File: config.mk
export PLATFORM = sky130hd
export DESIGN_NAME = vga_scanout_arbiter_flat
export DESIGN_NICKNAME = d
export VERILOG_FILES = /design/src/rtl/vga_scanout_if.sv /design/src/rtl/vga_scanout_arbiter.sv /design/src/flat_wrapper.sv
export SDC_FILE = /design/constraint.sdc
export NUM_CORES = 1
export LEC_CHECK = 0
export BUFFER_PORTS_ARGS = -buffer_cell sky130_fd_sc_hd__buf_2
export CAP_MARGIN = 20
export CORE_UTILIZATION = 45
export DETAILED_ROUTE_END_ITERATION = 8
export PLACE_DENSITY = 0.73
export SYNTH_ARGS = -nofsm -noshare
export SYNTH_HDL_FRONTEND = slang
export SYNTH_SLANG_ARGS = --single-unit
File: constraint.sdc
create_clock -name clk -period 2.7 [get_ports clk]
set_input_delay 0.27 -clock clk [delete_from_list [all_inputs] [get_ports clk]]
set_output_delay 0.27 -clock clk [all_outputs]
set_load 0.02 [all_outputs]
File: src/rtl/vga_scanout_if.sv
// Frame-buffer port, drawing-engine write handshake and VGA pins of vga_scanout_arbiter.
interface vga_scanout_if;
    logic        wr_req;
    logic [14:0] wr_addr;
    logic [11:0] wr_data;
    logic        wr_ack;
    logic [14:0] ram_a;
    logic        ram_we;
    logic [11:0] ram_wd;
    logic [11:0] ram_rd;
    logic [3:0]  vga_r;
    logic [3:0]  vga_g;
    logic [3:0]  vga_b;
    logic        vga_hs;
    logic        vga_vs;
    logic        frame_start;
    logic        vblank;

    modport master (
        input  wr_req, wr_addr, wr_data, ram_rd,
        output wr_ack, ram_a, ram_we, ram_wd,
        output vga_r, vga_g, vga_b, vga_hs, vga_vs, frame_start, vblank
    );

    modport slave (
        output wr_req, wr_addr, wr_data, ram_rd,
        input  wr_ack, ram_a, ram_we, ram_wd,
        input  vga_r, vga_g, vga_b, vga_hs, vga_vs, frame_start, vblank
    );
endinterface

File: src/rtl/vga_scanout_arbiter.sv
// 160x120 frame buffer scanout to 640x480@60 VGA, sharing the RAM port with a write arbiter.
// Optional SCANOUT_BORDER_EN: visible edge pixels are forced to white (12'hFFF).
module vga_scanout_arbiter #(
    parameter int CLK_DIV = 4
) (
    input  logic          clk,
    input  logic          rst_n,
    vga_scanout_if.master bus
);

    localparam int            PW      = (CLK_DIV > 2) ? $clog2(CLK_DIV) : 1;
    localparam logic [PW-1:0] PH_LAST = PW'(CLK_DIV - 1);
    localparam logic [PW-1:0] PH_ONE  = PW'(1);

    logic [PW-1:0] phase_q, phase_d;
    logic [9:0]    h_q, h_d;
    logic [9:0]    v_q, v_d;
    logic [14:0]   ram_a_q, ram_a_d;
    logic [11:0]   rgb_q, rgb_d;
    logic          hs_q, hs_d;
    logic          vs_q, vs_d;

    logic          visible;
    logic          rd_slot;
    logic          border;
    logic          addr_ok;
    logic [6:0]    row;
    logic [7:0]    col;
    logic [14:0]   disp_addr;
    logic          ack;
    logic          we;

    always_comb begin
        phase_d = (phase_q == PH_LAST) ? '0 : phase_q + PH_ONE;
        h_d     = h_q;
        v_d     = v_q;
        if (phase_q == PH_LAST) begin
            if (h_q == 10'd799) begin
                h_d = '0;
                v_d = (v_q == 10'd524) ? '0 : v_q + 10'd1;
            end else begin
                h_d = h_q + 10'd1;
            end
        end
    end

    assign visible   = (h_q < 10'd640) && (v_q < 10'd480);
    assign rd_slot   = (phase_q == '0) && visible;
    assign row       = v_q[8:2];
    assign col       = h_q[9:2];
    // row*160 as row*128 + row*32
    assign disp_addr = {1'b0, row, 7'b0} + {3'b0, row, 5'b0} + {7'b0, col};
    assign addr_ok   = bus.wr_addr < 15'd19200;

    always_comb begin
        ack     = 1'b0;
        we      = 1'b0;
        ram_a_d = ram_a_q;
        if (!rst_n) begin
            ram_a_d = '0;
        end else if (rd_slot) begin
            ram_a_d = disp_addr;
        end else if (bus.wr_req) begin
            ram_a_d = bus.wr_addr;
            ack     = 1'b1;
            we      = addr_ok;
        end
    end

`ifdef SCANOUT_BORDER_EN
    assign border = (h_q == 10'd0) || (h_q == 10'd639) ||
                    (v_q == 10'd0) || (v_q == 10'd479);
`else
    assign border = 1'b0;
`endif

    // ram_rd for this pixel's read slot is valid during phase 1
    always_comb begin
        rgb_d = rgb_q;
        hs_d  = hs_q;
        vs_d  = vs_q;
        if (phase_q == PH_ONE) begin
            rgb_d = !visible ? 12'h000 : (border ? 12'hFFF : bus.ram_rd);
            hs_d  = !((h_q >= 10'd656) && (h_q <= 10'd751));
            vs_d  = !((v_q >= 10'd490) && (v_q <= 10'd491));
        end
    end

    always_ff @(posedge clk) begin
        if (!rst_n) begin
            phase_q <= '0;
            h_q     <= '0;
            v_q     <= '0;
            ram_a_q <= '0;
            rgb_q   <= '0;
            hs_q    <= 1'b1;
            vs_q    <= 1'b1;
        end else begin
            phase_q <= phase_d;
            h_q     <= h_d;
            v_q     <= v_d;
            ram_a_q <= ram_a_d;
            rgb_q   <= rgb_d;
            hs_q    <= hs_d;
            vs_q    <= vs_d;
        end
    end

    assign bus.wr_ack      = ack;
    assign bus.ram_we      = we;
    assign bus.ram_a       = ram_a_d;
    assign bus.ram_wd      = bus.wr_data;
    assign bus.vga_r       = rgb_q[11:8];
    assign bus.vga_g       = rgb_q[7:4];
    assign bus.vga_b       = rgb_q[3:0];
    assign bus.vga_hs      = hs_q;
    assign bus.vga_vs      = vs_q;
    assign bus.frame_start = rst_n && (phase_q == '0) && (h_q == '0) && (v_q == '0);
    assign bus.vblank      = v_q >= 10'd480;

endmodule

File: src/flat_wrapper.sv
// flat-port wrapper written by rule: the top's interface ports become plain ports
module vga_scanout_arbiter_flat 
#(
    parameter int CLK_DIV = 4
)
  (clk, rst_n, bus_wr_req, bus_wr_addr, bus_wr_data, bus_ram_rd, bus_wr_ack, bus_ram_a, bus_ram_we, bus_ram_wd, bus_vga_r, bus_vga_g, bus_vga_b, bus_vga_hs, bus_vga_vs, bus_frame_start, bus_vblank);
  vga_scanout_if bus_i ();
  input  logic clk;
  input  logic rst_n;
  input wire logic [$bits(bus_i.wr_req)-1:0] bus_wr_req;
  input wire logic [$bits(bus_i.wr_addr)-1:0] bus_wr_addr;
  input wire logic [$bits(bus_i.wr_data)-1:0] bus_wr_data;
  input wire logic [$bits(bus_i.ram_rd)-1:0] bus_ram_rd;
  output wire logic [$bits(bus_i.wr_ack)-1:0] bus_wr_ack;
  output wire logic [$bits(bus_i.ram_a)-1:0] bus_ram_a;
  output wire logic [$bits(bus_i.ram_we)-1:0] bus_ram_we;
  output wire logic [$bits(bus_i.ram_wd)-1:0] bus_ram_wd;
  output wire logic [$bits(bus_i.vga_r)-1:0] bus_vga_r;
  output wire logic [$bits(bus_i.vga_g)-1:0] bus_vga_g;
  output wire logic [$bits(bus_i.vga_b)-1:0] bus_vga_b;
  output wire logic [$bits(bus_i.vga_hs)-1:0] bus_vga_hs;
  output wire logic [$bits(bus_i.vga_vs)-1:0] bus_vga_vs;
  output wire logic [$bits(bus_i.frame_start)-1:0] bus_frame_start;
  output wire logic [$bits(bus_i.vblank)-1:0] bus_vblank;
  assign bus_i.wr_req = bus_wr_req;
  assign bus_i.wr_addr = bus_wr_addr;
  assign bus_i.wr_data = bus_wr_data;
  assign bus_i.ram_rd = bus_ram_rd;
  assign bus_wr_ack = bus_i.wr_ack;
  assign bus_ram_a = bus_i.ram_a;
  assign bus_ram_we = bus_i.ram_we;
  assign bus_ram_wd = bus_i.ram_wd;
  assign bus_vga_r = bus_i.vga_r;
  assign bus_vga_g = bus_i.vga_g;
  assign bus_vga_b = bus_i.vga_b;
  assign bus_vga_hs = bus_i.vga_hs;
  assign bus_vga_vs = bus_i.vga_vs;
  assign bus_frame_start = bus_i.frame_start;
  assign bus_vblank = bus_i.vblank;
  vga_scanout_arbiter #(.CLK_DIV(CLK_DIV)) u_core (.clk(clk), .rst_n(rst_n), .bus(bus_i));
endmodule
# Yosys cells after proc, flatten, opt, wreduce, memory -nomap -nowiden
# Index checks and enable logic that the tools add are counted.
[classes]
bitwise_logic = 1
n_shift = 0
add_sub_neg = 5
n_eq_ne = 4
n_reduce_logical = 14
div = 0
multipliers = 0
muxes = 12
magnitude_cmp = 8
[op_table]
columns = ["cell", "n"]
rows = [
  ["15-bit two-way mux", 3],
  ["10-bit by 1-bit adder with 10-bit output (second input constant)", 2],
  ["10-bit equality test (second input constant)", 2],
  ["10-bit by 9-bit greater-or-equal comparator with 1-bit output (second input constant)", 2],
  ["10-bit zero test", 2],
  ["10-bit two-way mux", 2],
  ["14-bit by 12-bit adder with 15-bit output", 1],
  ["15-bit by 8-bit adder with 15-bit output", 1],
  ["15-bit less-than comparator (second input constant)", 1],
  ["12-bit two-way mux", 1],
  ["10-bit greater-or-equal comparator (second input constant)", 1],
  ["10-bit <= comparator (second input constant)", 1],
  ["10-bit by 9-bit <= comparator with 1-bit output (second input constant)", 1],
  ["10-bit less-than comparator (second input constant)", 1],
  ["10-bit by 9-bit less-than comparator with 1-bit output (second input constant)", 1],
  ["1-bit logical AND", 7],
  ["1-bit two-way mux", 6],
  ["2-bit by 1-bit adder with 2-bit output (second input constant)", 1],
  ["2-bit by 1-bit equality test with 1-bit output (second input constant)", 1],
  ["2-bit equality test (second input constant)", 1],
  ["1-bit zero test", 2],
  ["2-bit zero test", 1],
  ["2-bit AND reduction", 1],
  ["2-bit OR reduction", 1],
  ["1-bit NOT", 1],
]
[word_totals]
inputBits = 42
mem_bits_rw = 0
latch_bits = 0
romBits = 0
memories = 0
ff_bits = 51
wordCells = 51
out_inout_bits = 45

# Depth between registers and ports, before layout
[logic_depth]
ltp_word = 5
mapped_depth = 9
ltp_nobuf = 8

# Worst setup path before layout
# Ideal clock, no wire load.
[synth_timing]
path_type = "register to output"
startpoint = "reg u_core.v_q[4]"
endpoint = "out bus_ram_a[13]"
n_path_buf = 1
required_time_ns = 2.430
slack_ns = -0.194
t_arrival_ns = 2.624
path_stages_with_launch = 10
path_cell_list = "dfxtp_1 -> clkbuf_1 -> inv_1 -> fa_1 -> inv_1 -> ha_1 -> a211oi_1 -> o211ai_1 -> a21o_1 -> a211oi_1"
[synth_between]
elab_chain_len = 5
elab_cells_between_ends = 7
classes_between = "2 x add/sub; 1 x order compare; 2 x mux; 2 x reduce/logical"
[synth_rtl]
columns = ["item", "line", "rtl"]
rows = [
  ["start, declared", "vga_scanout_arbiter.sv:17", "logic [9:0] v_q, v_d;"],
  ["start signal, assigned", "vga_scanout_arbiter.sv:101", "v_q <= v_d;"],
  ["branches (longest 3 deep; another with 14-bit by 12-bit adder with 15-bit output)", "-", ""],
  ["15-bit two-way mux *", "vga_scanout_arbiter.sv:61", "end else if (rd_slot) begin"],
  ["15-bit two-way mux *", "vga_scanout_arbiter.sv:59", "if (!rst_n) begin"],
  ["end, declared", "flat_wrapper.sv:15", "output wire logic [$bits(bus_i.ram_a)-1:0] bus_ram_a;"],
]
# Every way passes the cells marked *.

# Final worst setup path
[layout_timing]
startpoint = "reg u_core.v_q[2]"
endpoint = "out bus_ram_a[13]"
# Same word-level chain as after synthesis.

==> flow_metrics.env <==
export IMPL_synth_edf_count=0
export IMPL_grt_overflow_total=0
export IMPL_path_cells="inv_2, fa_1, inv_2, ha_4, a211oi_4, o211ai_1, a2111oi_2, buf_4, a211oi_2, buf_4"
export IMPL_setup_viol=5
export IMPL_max_freq_mhz=337
export IMPL_yosys_warnings=0
export IMPL_cts_root_buf="clkbuf_8"
export IMPL_hold_end="u_core.rgb_q[4]$_SDFFE_PN0N_"
export IMPL_firstDrtPassIters=4
export IMPL_fin_ws_ps=-263
export IMPL_die_x_um=85.1
export IMPL_final_core_util=0.576
export IMPL_yosys_register_bits=51
export IMPL_maxCapViolations=0
export IMPL_antenna_found_initial=0
export IMPL_grt_usage=0.205
export IMPL_max_stage_delay_ps=570
export IMPL_min_period_over_period=1.10
export IMPL_cts_made_buffers=5
export IMPL_r2r_start="u_core.v_q[2]$_SDFFE_PN0P_"
export IMPL_cts_tree="done"
export IMPL_dpl_hpwl_mm=5.22
export IMPL_place_ws_ps=-63.2
export IMPL_synth_fp_nets=416
export IMPL_setup_tns_ps=-893
export IMPL_netlist_area_um2=3110
export IMPL_ioPinCount=87
export IMPL_multi_input_area_um2=1930
export IMPL_p_leak_nw=1.89
export IMPL_num_vias=2756
export IMPL_viasPerCell=5.57
export IMPL_worst_path_max_fanout=2
export IMPL_final_fill_count=589
export IMPL_vdd_ir_drop_max_uv=314
export IMPL_grt_pass1_wl_mm=12.0
export IMPL_syn_to_final_growth_pct=20.4
export IMPL_cts_buffer_depth=2
export IMPL_clk_latency_ps=320
export IMPL_drcViolationCount=0
export IMPL_slew_headroom=0.681
export IMPL_wl_mm=7.21
export IMPL_r2r_slack_ps=180
export IMPL_seq_area_um2=1030
export IMPL_grt_start_max_net_pins=49
export IMPL_hp_class="in -> reg"
export IMPL_violations="setup timing"
export IMPL_holdPathStages=3
export IMPL_min_from="bus_ram_rd[4]"
export IMPL_cp_start_kind="register"
export IMPL_num_nets_final=481
export IMPL_worst_slew_pin_slew_ps=474
export IMPL_grt_pass1_vias=2607
export IMPL_clk_pin_slew_ps=100
export IMPL_ant_nets=0
export IMPL_period_needed_ps=2960
export IMPL_die_area_um2=7240
export IMPL_cts_max_level=2
export IMPL_cp_slowest_cell="fa_1"
export IMPL_status="finished with violations"
export IMPL_wire_per_inst_um=14.6
export IMPL_cp_required_ps=2430
export IMPL_rsz0062_at_grt="yes"
export IMPL_drive_gt1_frac=0.292
export IMPL_place_gp_congestion=0.880
export IMPL_first_iter_violations=107
export IMPL_critical_path_class="reg -> out"
export IMPL_diodes=0
export IMPL_syn_inst=352
export IMPL_cp_end_kind="primary output"
export IMPL_r2r_cells=11
export IMPL_synth_ff_type="dfxtp_1"
export IMPL_synth_avg_cell_area_um2=8.83
export IMPL_drv_slew=0
export IMPL_io_buffers=62
export IMPL_ys_seq_area_frac=0.329
export IMPL_initial_utilization=0.478
export IMPL_worstPathArrival_ps=2690
export IMPL_core_um2=6490
export IMPL_r2r_end="u_core.ram_a_q[13]$_SDFF_PN0_"
export IMPL_cts_sinks=51
export IMPL_worst_clock_skew_ps=7.40
export IMPL_power_density_nw_per_um2=448
export IMPL_async_reset_ff_frac=0
export IMPL_num_rows=29
export IMPL_final_hold_viol_count=0
export IMPL_ys_types=50
export IMPL_fp_dieH_um=85.1
[power breakdown]
part / switching [W] / internal [W] / leakage, nW
sequential: 0.0000152 / 0.000796 / 0.418
clock: 0.000289 / 0.000193 / 0.0502
combinational: 0.000220 / 0.000162 / 1.42
[logic make-up (layout without fill, tap and decap cells)]
logic type / Yosys count / after routing / synth area share
and+or+nand+nor: 121 / 121 / 0.226
DFF: 51 / 51 / 0.329
buffers and inverters: 47 / 113 / 0.0733
adders and majority gates: 22 / 22 / 0.0934
xor gates and xnor gates: 13 / 13 / 0.0366
AOI/OAI and AO/OA: 82 / 82 / 0.190
muxes: 16 / 16 / 0.0524
[timing repair]
action	CTS	global route
resized for setup	16	12
hold buffers	0	0
setup buffers	3	3
setup endpoints to repair	7	7
pin swaps	12	11
[critical path, delay by kind of cell (launching register included)]
family                     cells  cell delay, ps
AOI/OAI and AO/OA              4             800
DFF                            1             340
buffers and inverters          4             440
adders and majority gates      2             790
[area by class of cell]
class | instances | share of cell area
Multi-Input combinational cell | 254 | 0.515
Sequential cell | 51 | 0.274
Timing Repair Buffer | 88 | 0.141
Tap cell | 77 | 0.0258
Clock buffer | 5 | 0.0184
Inverter | 17 | 0.0171
Clock inverter | 3 | 0.00769
[cell usage after synthesis, types with 2 or more instances]
cell	instances	area share
ha_1	20	0.081
buf_4	13	0.031
nand4_1	3	0.0060
or3_1	4	0.0081
and3_1	8	0.016
nand3_1	11	0.018
nand4b_1	3	0.0085
nor2_1	16	0.019
buf_2	2	0.0032
dfxtp_1	51	0.33
mux2i_1	14	0.045
o211a_1	20	0.064
nor3_1	2	0.0032
and4_1	3	0.0085
and2_1	3	0.0060
mux2_2	2	0.0072
xor2_1	3	0.0085
nand2_1	21	0.025
a211oi_1	5	0.012
o211ai_1	3	0.0072
clkbuf_1	15	0.018
o21ai_0	12	0.019
nor4_1	6	0.012
nor2b_1	29	0.058
a21o_1	4	0.0097
fa_1	2	0.013
or4_4	2	0.0072
a21boi_0	4	0.0097
or2_2	2	0.0040
o21a_1	3	0.0072
inv_1	17	0.021
or4_1	2	0.0048
a21oi_1	21	0.034
xnor2_1	10	0.028
[sequential cells by signal, indices dropped and copies added, names as in the netlist]
register and count:
u_core.h_q 10, u_core.bus.vga_hs 1, u_core.ram_a_q 15, u_core.phase_q 2, u_core.bus.vga_vs 1, u_core.rgb_q 12
u_core.v_q 10
[metal layers]
layer	global-route usage	up-vias	routed length (um)
met5	0	-	0
met4	0.0909	0	111
met3	0.0409	12	285
met2	0.354	63	3590
met1	0.248	1305	3230
li1	-	1376	-
[layout by cell type (no fill, tap or decap), types with 14 or more instances in the layout]
cell type	instances
buf_2	57
nand2_1	21
o211a_1	20
mux2i_1	14
a21oi_1	20
dfxtp_1	47
buf_4	28
nor2_1	16
nor2b_1	28
ha_1	19
[how the worst max path moves through the flow]
stage | startpoint | endpoint | slack, ps | depth (start not counted)
2_1_floorplan | u_core.v_q[4]$_SDFFE_PN0P_ | bus_ram_a[13] | -140 | 9
3_3_place_gp | u_core.v_q[2]$_SDFFE_PN0P_ | bus_ram_a[13] | -20 | 10
3_5_place_dp | u_core.v_q[2]$_SDFFE_PN0P_ | bus_ram_a[13] | -60 | 10
4_1_cts | u_core.v_q[4]$_SDFFE_PN0P_ | bus_ram_a[13] | -220 | 10
5_1_grt | u_core.v_q[2]$_SDFFE_PN0P_ | bus_ram_a[13] | -370 | 10
6_report | u_core.v_q[2]$_SDFFE_PN0P_ | bus_ram_a[13] | -260 | 10
[per-stage QoR]
step / cells / total power, W / hold slack [ps] / instance area (um^2)
after global placement: 481 / 0.00118 / 472 / 3510
after CTS: 492 / 0.00169 / 185 / 3670
after detailed placement: 481 / 0.00119 / 482 / 3510
final: 495 / 0.00168 / 195 / 3740
after global routing: 495 / 0.00175 / 185 / 3740
after floorplan: 352 / 0.00110 / 431 / 3120
No activity file was read; power rests on OpenSTA's default activity.
